**src/rtl/matmul_pkg.sv**
```systemverilog
// matmul_pkg: definitions shared between the matrix multiplier and its
// result serializer.
//   MATMUL_OUTPUT_WIDTH : default width of one result lane
//   MATMUL_MAC_NUM      : default number of lanes per result word
//   state_e             : IDLE/SEND encodings of the serializer FSM
package matmul_pkg;

  localparam int unsigned MATMUL_OUTPUT_WIDTH = 8;
  localparam int unsigned MATMUL_MAC_NUM      = 8;

  typedef enum logic [0:0] {
    IDLE = 1'b0,
    SEND = 1'b1
  } state_e;

endpackage

```
**src/rtl/matmul_result_serializer_fifo.sv**
```systemverilog
// sync_fifo: single-clock first-word-fall-through FIFO.
//   clk_i   : clock, rising edge
//   rst_i   : synchronous active-high reset (empties the FIFO)
//   wr_en   : write request; accepted when not full, or when full and a
//             read is performed on the same edge
//   wr_data : word to write
//   rd_en   : read request; ignored while empty
//   rd_data : head word, valid whenever empty is low
//   full    : DEPTH words stored (combinational from the count)
//   empty   : no words stored
module sync_fifo #(
  parameter int unsigned WIDTH = 64,
  parameter int unsigned DEPTH = 4
) (
  input  logic             clk_i,
  input  logic             rst_i,
  input  logic             wr_en,
  input  logic [WIDTH-1:0] wr_data,
  input  logic             rd_en,
  output logic [WIDTH-1:0] rd_data,
  output logic             full,
  output logic             empty
);

  localparam int unsigned AW = $clog2(DEPTH);

  logic [WIDTH-1:0] r_mem [DEPTH];
  logic [AW:0]      r_wr_ptr;
  logic [AW:0]      r_rd_ptr;
  logic [AW:0]      w_count;
  logic             w_wr_fire;
  logic             w_rd_fire;

  // Pointers carry one extra wrap bit so the difference is the occupancy.
  assign w_count   = r_wr_ptr - r_rd_ptr;
  assign full      = (w_count == (AW+1)'(DEPTH));
  assign empty     = (w_count == '0);
  assign w_rd_fire = rd_en && !empty;
  // A same-edge read frees the slot the write needs.
  assign w_wr_fire = wr_en && (!full || w_rd_fire);
  assign rd_data   = r_mem[r_rd_ptr[AW-1:0]];

  always_ff @(posedge clk_i) begin
    if (rst_i) begin
      r_wr_ptr <= '0;
      r_rd_ptr <= '0;
    end else begin
      if (w_wr_fire) begin
        r_mem[r_wr_ptr[AW-1:0]] <= wr_data;
        r_wr_ptr                <= r_wr_ptr + 1'b1;
      end
      if (w_rd_fire) begin
        r_rd_ptr <= r_rd_ptr + 1'b1;
      end
    end
  end

endmodule

```
**src/rtl/matmul_result_serializer.sv**
```systemverilog
// matmul_result_serializer: buffers packed result words from the matrix
// multiplier and streams them out one lane per beat (valid/ready).
//   clk_i      : clock, rising edge
//   rst_i      : synchronous active-high reset
//   done_i     : one-cycle strobe, matmul_i valid
//   matmul_i   : packed result word, lane 0 in the MSBs
//   m_valid_o  : serial output valid
//   m_ready_i  : downstream ready
//   m_data_o   : current lane value
//   m_lane_o   : index of current lane
//   m_last_o   : high with lane MAC_NUM-1
//   full_o     : FIFO holds FIFO_DEPTH words
//   overflow_o : sticky, a done_i word was dropped
module matmul_result_serializer
  import matmul_pkg::*;
#(
  parameter int unsigned OUTPUT_WIDTH = MATMUL_OUTPUT_WIDTH,
  parameter int unsigned MAC_NUM      = MATMUL_MAC_NUM,
  parameter int unsigned FIFO_DEPTH   = 4,
  localparam int unsigned WORD_W      = OUTPUT_WIDTH * MAC_NUM,
  localparam int unsigned LANE_W      = (MAC_NUM > 1) ? $clog2(MAC_NUM) : 1
) (
  input  logic                    clk_i,
  input  logic                    rst_i,
  input  logic                    done_i,
  input  logic [WORD_W-1:0]       matmul_i,
  output logic                    m_valid_o,
  input  logic                    m_ready_i,
  output logic [OUTPUT_WIDTH-1:0] m_data_o,
  output logic [LANE_W-1:0]       m_lane_o,
  output logic                    m_last_o,
  output logic                    full_o,
  output logic                    overflow_o
);

  state_e                  r_state;
  state_e                  w_state_nxt;
  logic [WORD_W-1:0]       r_hold;
  logic [LANE_W-1:0]       r_lane;
  logic                    r_overflow;
  logic [WORD_W-1:0]       w_fifo_head;
  logic                    w_fifo_full;
  logic                    w_fifo_empty;
  logic                    w_pop;
  logic                    w_advance;
  logic                    w_is_last;
  logic [OUTPUT_WIDTH-1:0] w_lane_data;

  sync_fifo #(
    .WIDTH (WORD_W),
    .DEPTH (FIFO_DEPTH)
  ) u_fifo (
    .clk_i   (clk_i),
    .rst_i   (rst_i),
    .wr_en   (done_i),
    .wr_data (matmul_i),
    .rd_en   (w_pop),
    .rd_data (w_fifo_head),
    .full    (w_fifo_full),
    .empty   (w_fifo_empty)
  );

  assign w_is_last = (r_lane == LANE_W'(MAC_NUM - 1));

  // Lane select is a mux over the hold register; lane 0 sits in the MSBs.
  always_comb begin
    w_lane_data = '0;
    for (int unsigned i = 0; i < MAC_NUM; i++) begin
      if (r_lane == LANE_W'(i)) begin
        w_lane_data = r_hold[OUTPUT_WIDTH*(MAC_NUM-1-i) +: OUTPUT_WIDTH];
      end
    end
  end

  always_ff @(posedge clk_i) begin
    if (rst_i) begin
      r_state <= IDLE;
    end else begin
      r_state <= w_state_nxt;
    end
  end

  always_comb begin
    w_state_nxt = r_state;
    w_pop       = 1'b0;
    w_advance   = 1'b0;
    m_valid_o   = 1'b0;
    m_data_o    = '0;
    m_lane_o    = '0;
    m_last_o    = 1'b0;
    unique case (r_state)
      IDLE: begin
        if (!w_fifo_empty) begin
          w_pop       = 1'b1;
          w_state_nxt = SEND;
        end
      end
      SEND: begin
        m_valid_o = 1'b1;
        m_data_o  = w_lane_data;
        m_lane_o  = r_lane;
        m_last_o  = w_is_last;
        if (m_ready_i) begin
          if (w_is_last) begin
            // Reload straight from the FIFO so consecutive words have no bubble.
            if (!w_fifo_empty) begin
              w_pop = 1'b1;
            end else begin
              w_state_nxt = IDLE;
            end
          end else begin
            w_advance = 1'b1;
          end
        end
      end
      default: w_state_nxt = IDLE;
    endcase
  end

  always_ff @(posedge clk_i) begin
    if (rst_i) begin
      r_hold <= '0;
      r_lane <= '0;
    end else if (w_pop) begin
      r_hold <= w_fifo_head;
      r_lane <= '0;
    end else if (w_advance) begin
      r_lane <= r_lane + LANE_W'(1);
    end
  end

  // Dropped only when full and no pop frees a slot on the same edge.
  always_ff @(posedge clk_i) begin
    if (rst_i) begin
      r_overflow <= 1'b0;
    end else if (done_i && w_fifo_full && !w_pop) begin
      r_overflow <= 1'b1;
    end
  end

  assign full_o     = w_fifo_full;
  assign overflow_o = r_overflow;

endmodule

```
**config.mk**
```make
export PLATFORM = sky130hd
export DESIGN_NAME = matmul_result_serializer
export DESIGN_NICKNAME = d
export VERILOG_FILES = /design/src/rtl/matmul_pkg.sv /design/src/rtl/matmul_result_serializer_fifo.sv /design/src/rtl/matmul_result_serializer.sv
export SDC_FILE = /design/constraint.sdc
export NUM_CORES = 1
export LEC_CHECK = 0
export BUFFER_PORTS_ARGS = -buffer_cell sky130_fd_sc_hd__buf_2
export CAP_MARGIN = 5
export CORE_UTILIZATION = 32
export CTS_BUF_LIST = sky130_fd_sc_hd__clkbuf_16
export CTS_CLUSTER_SIZE = 14
export DETAILED_ROUTE_END_ITERATION = 16
export SLEW_MARGIN = 40
export SYNTH_ARGS = -nofsm -noshare
export SYNTH_HDL_FRONTEND = slang
export SYNTH_SLANG_ARGS = --single-unit
```
**constraint.sdc**
```tcl
create_clock -name clk_i -period 7.6 [get_ports clk_i]
set_input_delay 1.52 -clock clk_i [delete_from_list [all_inputs] [get_ports clk_i]]
set_output_delay 1.52 -clock clk_i [all_outputs]
set_load 0.005 [all_outputs]
```
==> impl_metrics.toml <==
[outcome]
result_of_the_run = "complete, no violations"

[floorplanning]
std_cell_rows = 75
die_width_um = 208
num_io_pins = 83
start_util = 0.325
dieArea_sq_mm = 0.0434
core_area_sq_mm = 0.0419
die_h_um = 208

[clocking]
clock_tree.buffer_depth = 3
htreeDepth = 2
worstSkewPairLatency_ns = 0.52
cts.sinks = 331
cts_root_buf = "sky130_fd_sc_hd__clkbuf_16"
cts.hold.buffers_added = 0
cts.repair_timing.setup_buffer_count = 0
cts_tree = "done"
cts-buffers-inserted = 36
clk_transition_reported_paths_ns = 0.06
cts_resized = 0

[worst_setup_path]
timing.critical_path.cells = "ha_1 -> nor2_1 -> a32oi_1 -> and3_1 -> buf_2"
critical-path-top-delay-family = "adder cells"
setup.worst_path.end_class = "primary output"
worst-path-stages = 5
critPathCapture = "m_data_o[2]"
rr_startpoint = "u_fifo.r_rd_ptr[1]"
setup.worst_path.start = "r_lane[2]"
timing.reg2reg.setup_slack_ns = 4.13
cpPeakStageDelay_ns = 0.68
arrival_ns = 2.84
path_max_fanout = 14
critical_path.slowest_cell = "sky130_fd_sc_hd__ha_1"
startpoint_type = "flip-flop"
r2r-end = "u_fifo.r_mem[2][40]"
setup.worst_path.class = "flip-flop to primary output"
path_buf_inv = 1
critPathRequiredTime_ns = 6.08
reg2regPathDepth = 7

[logic_synthesis]
yosysWarnings = 0
number_of_flops_mapped_to_enable_cells_by_yosys = 256
synth_area_leaders = "sky130_fd_sc_hd__edfxtp_1, sky130_fd_sc_hd__dfxtp_1, sky130_fd_sc_hd__mux4_2"
mappedNetlistArea_sq_mm = 0.0136
synthDominantAreaCellType = "sky130_fd_sc_hd__edfxtp_1"
synth.net_count = 941
yosysSeqAreaShare = 0.675
syn_avg_cell_area_sq_um = 15.8
synth_seq_cells = 331
synthDistinctLibCells = 43
synthCells = 860
ys_top_cells_by_count = "sky130_fd_sc_hd__edfxtp_1, sky130_fd_sc_hd__a21oi_1, sky130_fd_sc_hd__dfxtp_1, sky130_fd_sc_hd__o211ai_1, sky130_fd_sc_hd__o31ai_1"
yosysMostFrequentCell = "sky130_fd_sc_hd__edfxtp_1"
synth_top_area_share = 0.565
synth-async-reset-ratio = 0
ys_dominant_reg_cell = "sky130_fd_sc_hd__edfxtp_1"

[timing]
hold_viol = 0
timing.setup.tns_ns = 0
hold-worst-slack_ns = 0.473
tightest_slew_ns = 0.784
period_needed_ns = 4.36
rsz0062_at_grt = "no"
finClkSkew_ns = 0.0178
timing_max_transition_violations_final = 0
setup_viol = 0
min_period_over_period = 0.573
slew_headroom = 0.477
achievable-frequency_mhz = 230

[global_route]
globalRouteOverflowTotal = 0
grt_first_pass_wirelength_um = 48200
first_global_vias = 7971
grt_max_degree = 85
overall_global_routing_resource_usage = 0.143
antenna_found_initial = 6

[route]
dr_total_vias = 7892
drtIter0Drc = 645
via_per_inst = 5.34
detail_route.wl_per_cell_um = 21.1
drt_pre_antenna_iters = 5
postRouteAntennaNets = 0
postRouteWirelength_um = 31200
post-route-drc-count = 0

[placement]
detailed_place_hpwl_um = 18800
port_buffers = 82
dpl-instance-area_sq_mm = 0.0145
place_congestion = 0.818

[power]
cellLeakagePower_uw = 0.00511
irDropWorstVdd_mv = 0.305
p_per_area_mw_per_mm2 = 361
internal-power_uw = 3730
share_comb_of_total_power = 0.301
fraction_of_power_consumed_by_sequential_logic = 0.419
netSwitchingPower_uw = 1880
finalPower_uw = 5610
power.share.switching = 0.335
power_frac_clock = 0.280

[layout]
drive_gt1_frac = 0.237
fin_area_sq_mm = 0.0155
syn2layout_area_growth_pct = 14.1
postLayoutCoreUtil = 0.370
final.fill_count = 3894
nNetsFinal = 992

[min_path]
hold_path_cells = 2
hold_path_class = "flip-flop to flip-flop"

[job]
maxCapViolations = 0
==> logic make-up after synthesis <==
logic type               Yosys count  share of synthesized area
AND/OR/NAND/NOR                   92                     0.0379
XOR/XNOR                           4                    0.00450
multiplexers                      67                      0.108
AO/OA/AOI/OAI                    249                      0.128
flip-flops                       331                      0.675
adder cells (fa/ha/maj)           13                     0.0119
buffers and inverters            104                     0.0347
==> layer usage <==
metal  routed length (um)  share of wire  global-route usage
met5                   48         0.0015                   0
met1                14700           0.47               0.205
met2                14400           0.46               0.221
met3                 1490          0.048              0.0300
met4                  616          0.020              0.0373
==> final cells by class <==
cell class,count,area (sq um),area share
Sequential cell,331,9190,0.592
Multi-Input combinational cell,425,4000,0.257
Clock buffer,38,951,0.0612
Tap cell,539,674,0.0434
Timing Repair Buffer,95,515,0.0332
Clock inverter,27,119,0.00765
Inverter,22,82.6,0.00532
Antenna cell,2,5.00,0.000322
==> power groups by stage <==
stage	clock, uW	sequential [uW]	combinational, uW
after floorplan	0	2290	1340
after global placement	0	2380	1670
after detailed placement	0	2390	1700
after CTS	1600	2360	1710
after global routing	1670	2380	1840
final	1570	2350	1690
==> state kept, by name, indices dropped and copies added (netlist names) <==
signal,cells
u_fifo.r_mem,256
r_hold,64
u_fifo.r_rd_ptr,3
r_lane,3
u_fifo.r_wr_ptr,3
overflow_o,1
r_state,1
==> through the flow <==
step | setup slack [ns] | instances
2_1_floorplan | 3.40 | 860
3_3_place_gp | 3.44 | 1412
3_5_place_dp | 3.43 | 1412
4_1_cts | 3.31 | 1477
5_1_grt | 3.13 | 1477
6_report | 3.24 | 1479
==> worst register-to-register path, stage by stage, from the launching register on <==
cell                      delay (ns)
sky130_fd_sc_hd__dfxtp_2        0.77
sky130_fd_sc_hd__inv_1          0.11
sky130_fd_sc_hd__ha_1           0.22
sky130_fd_sc_hd__nor2b_1        0.47
sky130_fd_sc_hd__xor2_4         0.15
sky130_fd_sc_hd__a31oi_4        0.23
sky130_fd_sc_hd__and3_4         0.55
sky130_fd_sc_hd__buf_4          0.57
==> how the worst min path moves through the flow <==
stage | end | slack [ns] | start
after floorplan | r_hold[32] | 0.45 | r_hold[32]
after global placement | r_hold[28] | 0.46 | r_hold[28]
after detailed placement | r_hold[18] | 0.47 | r_hold[18]
after CTS | r_hold[18] | 0.47 | r_hold[18]
after global routing | r_hold[19] | 0.49 | r_hold[19]
final | r_hold[57] | 0.47 | r_hold[57]
==> cell usage in the layout (no fill, tap or decap), types with 3 or more instances in the layout <==
cell type / Yosys / final
sky130_fd_sc_hd__a211o_1: 16 / 16
sky130_fd_sc_hd__a21oi_1: 75 / 75
sky130_fd_sc_hd__a32oi_1: 16 / 16
sky130_fd_sc_hd__and2_1: 5 / 5
sky130_fd_sc_hd__and3_1: 13 / 8
sky130_fd_sc_hd__and3_4: 0 / 4
sky130_fd_sc_hd__buf_2: 15 / 82
sky130_fd_sc_hd__buf_4: 2 / 11
sky130_fd_sc_hd__clkbuf_16: 0 / 38
sky130_fd_sc_hd__clkinv_1: 0 / 10
sky130_fd_sc_hd__clkinv_2: 0 / 4
sky130_fd_sc_hd__dfxtp_1: 75 / 73
sky130_fd_sc_hd__edfxtp_1: 256 / 256
sky130_fd_sc_hd__ha_1: 13 / 11
sky130_fd_sc_hd__inv_1: 22 / 34
sky130_fd_sc_hd__mux4_2: 64 / 64
sky130_fd_sc_hd__nand2_1: 13 / 12
sky130_fd_sc_hd__nand3_1: 10 / 10
sky130_fd_sc_hd__nand3b_1: 8 / 8
sky130_fd_sc_hd__nand4_1: 3 / 3
sky130_fd_sc_hd__nor2_1: 11 / 11
sky130_fd_sc_hd__nor2b_1: 12 / 12
sky130_fd_sc_hd__nor3_1: 7 / 6
sky130_fd_sc_hd__nor3b_1: 9 / 9
sky130_fd_sc_hd__o211ai_1: 65 / 65
sky130_fd_sc_hd__o31ai_1: 65 / 65
(Power assumes the default switching activity.)
